===== src/rtl/pc.sv =====
`timescale 1ns/1ps
// Program counter: registered WIDTH-bit address with reset > load > inc > hold priority.
// Latency is one cycle for every operation; there is no backpressure, and a control is accepted on every edge.
module pc #(
  parameter int               WIDTH       = 16,
  parameter logic [WIDTH-1:0] RESET_VALUE = '0
) (
  input  logic             clk,
  input  logic             reset,
  input  logic [WIDTH-1:0] in,
  input  logic             load,
  input  logic             inc,
  output logic [WIDTH-1:0] out
);

  // The increment wraps naturally modulo 2^WIDTH, and no carry is kept.
  always_ff @(posedge clk) begin
    if (reset) begin
      out <= RESET_VALUE;
    end else if (load) begin
      out <= in;
    end else if (inc) begin
      out <= out + WIDTH'(1);
    end
  end

endmodule


===== config.mk =====
export PLATFORM = sky130hd
export DESIGN_NAME = pc
export DESIGN_NICKNAME = d
export VERILOG_FILES = /design/src/rtl/pc.sv
export SDC_FILE = /design/constraint.sdc
export NUM_CORES = 1
export LEC_CHECK = 0
export ABC_AREA = 1
export CORE_UTILIZATION = 41
export CTS_BUF_LIST = sky130_fd_sc_hd__clkbuf_4
export DETAILED_ROUTE_END_ITERATION = 7
export GPL_TIMING_DRIVEN = 0
export PLACE_DENSITY = 0.84
export SLEW_MARGIN = 20
export SYNTH_ARGS = -nofsm -noshare
export SYNTH_HDL_FRONTEND = slang
export SYNTH_SLANG_ARGS = --single-unit

===== constraint.sdc =====
create_clock -name clk -period 1.2 [get_ports clk]
set_input_delay 0.18 -clock clk [delete_from_list [all_inputs] [get_ports clk]]
set_output_delay 0.18 -clock clk [all_outputs]
set_load 0.02 [all_outputs]

==> impl_metrics.py <==
metrics = {
    "clock_network": {
        "cts-root-buf": "clkbuf_4",
        "clk_pin_slew_ps": 100,
        "clockBufferDepth": 2,
        "clk_latency_ps": 290,
        "numCtsBuffers": 3,
        "htreeDepth": 1,
        "clock-sinks": 16,
        "cts_tree": "done",
    },
    "setup_path": {
        "cp-end-kind": "flop",
        "startpoint_type": "flop",
        "critPathKind": "flop to flop",
        "cp_max_fo": 5,
        "rr_startpoint": "out[7]",
        "crit_required_ps": 1410,
        "crit_start": "out[7]",
        "crit_arrival_ps": 1480,
    },
    "sta": {
        "fin_ws_ps": -71.5,
        "finalHoldViolations": 0,
        "slew_violations": 0,
        "rsz0062_at_grt": "true",
        "slew_headroom": 0.673,
        "holdWs_ps": 402,
        "setup_viol": 4,
        "worstMarginPinSlew_ps": 491,
        "tns_ps": -115,
        "max_clock_freq_ghz": 0.786,
        "finClkSkew_ps": 5.56,
        "layout_min_cycle_time_ps": 1270,
        "min_period_over_period": 1.06,
    },
    "synthesis": {
        "synth_edf_count": 0,
        "yosysMostFrequentCell": "nand2_1",
        "avgSynthCellArea_um2": 6.83,
        "synth_top_cell_area_share": 0.317,
        "synth.area.top_cells": "dfxtp_1 32%, nand2_1 13%, a22oi_1 7.4%",
        "synth_seq_cells": 16,
        "synth_largest_area_cell": "dfxtp_1",
        "syn_area_mm2": 0.00101,
        "synth.net_count": 169,
        "synthArstFlopShare": 0,
        "ys.flop_type": "dfxtp_1",
        "synth_common_cells": "34 x nand2_1, 16 x dfxtp_1, 15 x inv_1, 15 x nand3_1, 13 x a21oi_1",
        "netlist_instances": 148,
        "ys_warn_count": 0,
        "yosysUniqueCellTypes": 23,
        "yosysSeqAreaShare": 0.317,
    },
    "placed_design": {
        "dp.cells": 211,
        "port_buffers": 35,
        "place.gp.congestion": 0.871,
        "hpwlAfterDp_um": 2090,
    },
    "outcome": {
        "violations": "negative setup slack",
        "status": "finished, violations left",
    },
    "final_layout": {
        "insertedDiodeCount": 0,
        "reg_top3": "out: 16 flops",
        "finalCoreUtilization": 0.682,
        "drive_gt1_frac": 0.342,
        "largest_register_ffs": 16,
        "fillers": 171,
        "largest-register": "out",
        "area_growth_pct": 53.6,
        "final_cells": 218,
        "fin_nets": 212,
    },
    "grt": {
        "groute.usage.overall": 0.233,
        "grt_max_degree": 11,
        "grt_pass1_wl_um": 4640,
        "grt-ovfl-total": 0,
        "antenna_found_initial": 0,
        "grt_pass1_vias": 1105,
    },
    "die": {
        "num_io_pins": 36,
        "dieHeight_um": 51.7,
        "fp.coreArea_mm2": 0.00228,
        "start_util": 0.444,
        "die_width_um": 51.7,
        "num_rows": 17,
        "die_area_mm2": 0.00267,
    },
    "route": {
        "ant_nets": 0,
        "drc": 0,
        "wire_per_inst_um": 14.5,
        "drt-total-wl_um": 3150,
        "vias_per_cell": 5.58,
        "vias": 1216,
        "drt_first_pass_iters": 4,
        "initialDrtViolationCount": 44,
    },
    "power_and_ir_drop": {
        "power_density_mw_per_mm2": 805,
        "irDropWorstVdd_mv": 0.563,
        "p_leak_nw": 0.614,
    },
    "flow_run": {
        "maxCapViolCount": 0,
    },
    "worst_hold_path": {
        "hold_class": "primary input to flop",
        "min_from": "inc",
    },
}
-- layout by cell type (no fill, tap or decap), drive strengths merged --
cell type / netlist / routed
nand2: 38 / 38
clkdlybuf4s50: 0 / 17
nand3: 16 / 16
dfxtp: 16 / 16
inv: 15 / 15
clkbuf: 2 / 15
nor2: 15 / 15
a21oi: 13 / 13
a22oi: 10 / 10
clkdlybuf4s15: 0 / 8
xor2: 5 / 5
o21ai: 5 / 5
o21bai: 4 / 4
buf: 2 / 4
nand4: 3 / 3
xnor2: 2 / 2
a31oi: 1 / 1
ha: 1 / 1
dlymetal6s2s: 0 / 1
dlygate4sd2: 0 / 1
-- cells by family after synthesis --
family,after synthesis,share of synthesized area
AO/OA/AOI/OAI,33,0.203
XOR/XNOR,7,0.0606
adder cells (fa/ha/maj),1,0.0124
buffers and inverters,19,0.0755
flip-flops,16,0.317
AND/OR/NAND/NOR,72,0.332
-- power breakdown --
part | switching (W) | internal (W) | leakage, nW | total [W]
sequential | 0.0000571 | 0.000561 | 0.140 | 0.000618
combinational | 0.000152 | 0.000143 | 0.455 | 0.000295
clock | 0.000184 | 0.000152 | 0.0184 | 0.000336
total | 0.000393 | 0.000857 | 0.614 | 0.00125
-- through the flow --
stage | setup WS (ps) | power (W) | cell area [um2]
after global placement | -426 | 0.000921 | 1430
after floorplan | 9.76 | 0.000766 | 1040
after global routing | -120 | 0.00131 | 1550
after CTS | -33.5 | 0.00124 | 1500
final | -71.5 | 0.00125 | 1550
after detailed placement | -463 | 0.000932 | 1430
-- routing by layer --
| layer | part of all wire | wire length (um) | GRT usage |
|---|---|---|---|
| met1 | 0.41 | 1280 | 0.288 |
| met2 | 0.49 | 1530 | 0.403 |
| met3 | 0.064 | 202 | 0.0292 |
| met4 | 0.043 | 136 | 0.104 |
| met5 | 0 | 0 | 0 |
-- final timing paths --
kind | end | slack [ps] | depth (start not counted)
max | out[10] | -70 | 6
min | out[8] | 400 | 4
max reg2reg | out[10] | -70 | 6
min reg2reg | out[4] | 560 | 2
-- what timing repair did --
| item | 4_1_cts | 5_1_grt |
|---|---|---|
| pin swaps | 3 | 10 |
| endpoints found under the setup margin | 28 | 25 |
| gates resized for setup | 43 | 38 |
| hold buffers | 0 | 0 |
| hold endpoints to repair | 0 | 0 |
| buffers inserted | 2 | 1 |
-- worst max-delay path, cell delays in order, from the launching register on --
cell and delay [ps]:
dfxtp_2 400, nand2_1 140, nor2_4 180, nand2_2 100, o21bai_2 130, nand3_2 80, a21oi_1 160
-- area by class of cell --
class | instances | area, um2 | share of cell area
Clock buffer | 4 | 30.0 | 0.0193
Multi-Input combinational cell | 113 | 697 | 0.449
Tap cell | 28 | 35.0 | 0.0226
Inverter | 15 | 58.8 | 0.0379
Timing Repair Buffer | 38 | 348 | 0.224
Buffer | 4 | 23.8 | 0.0153
Sequential cell | 16 | 360 | 0.232
Power figures use the tool's default switching activity.
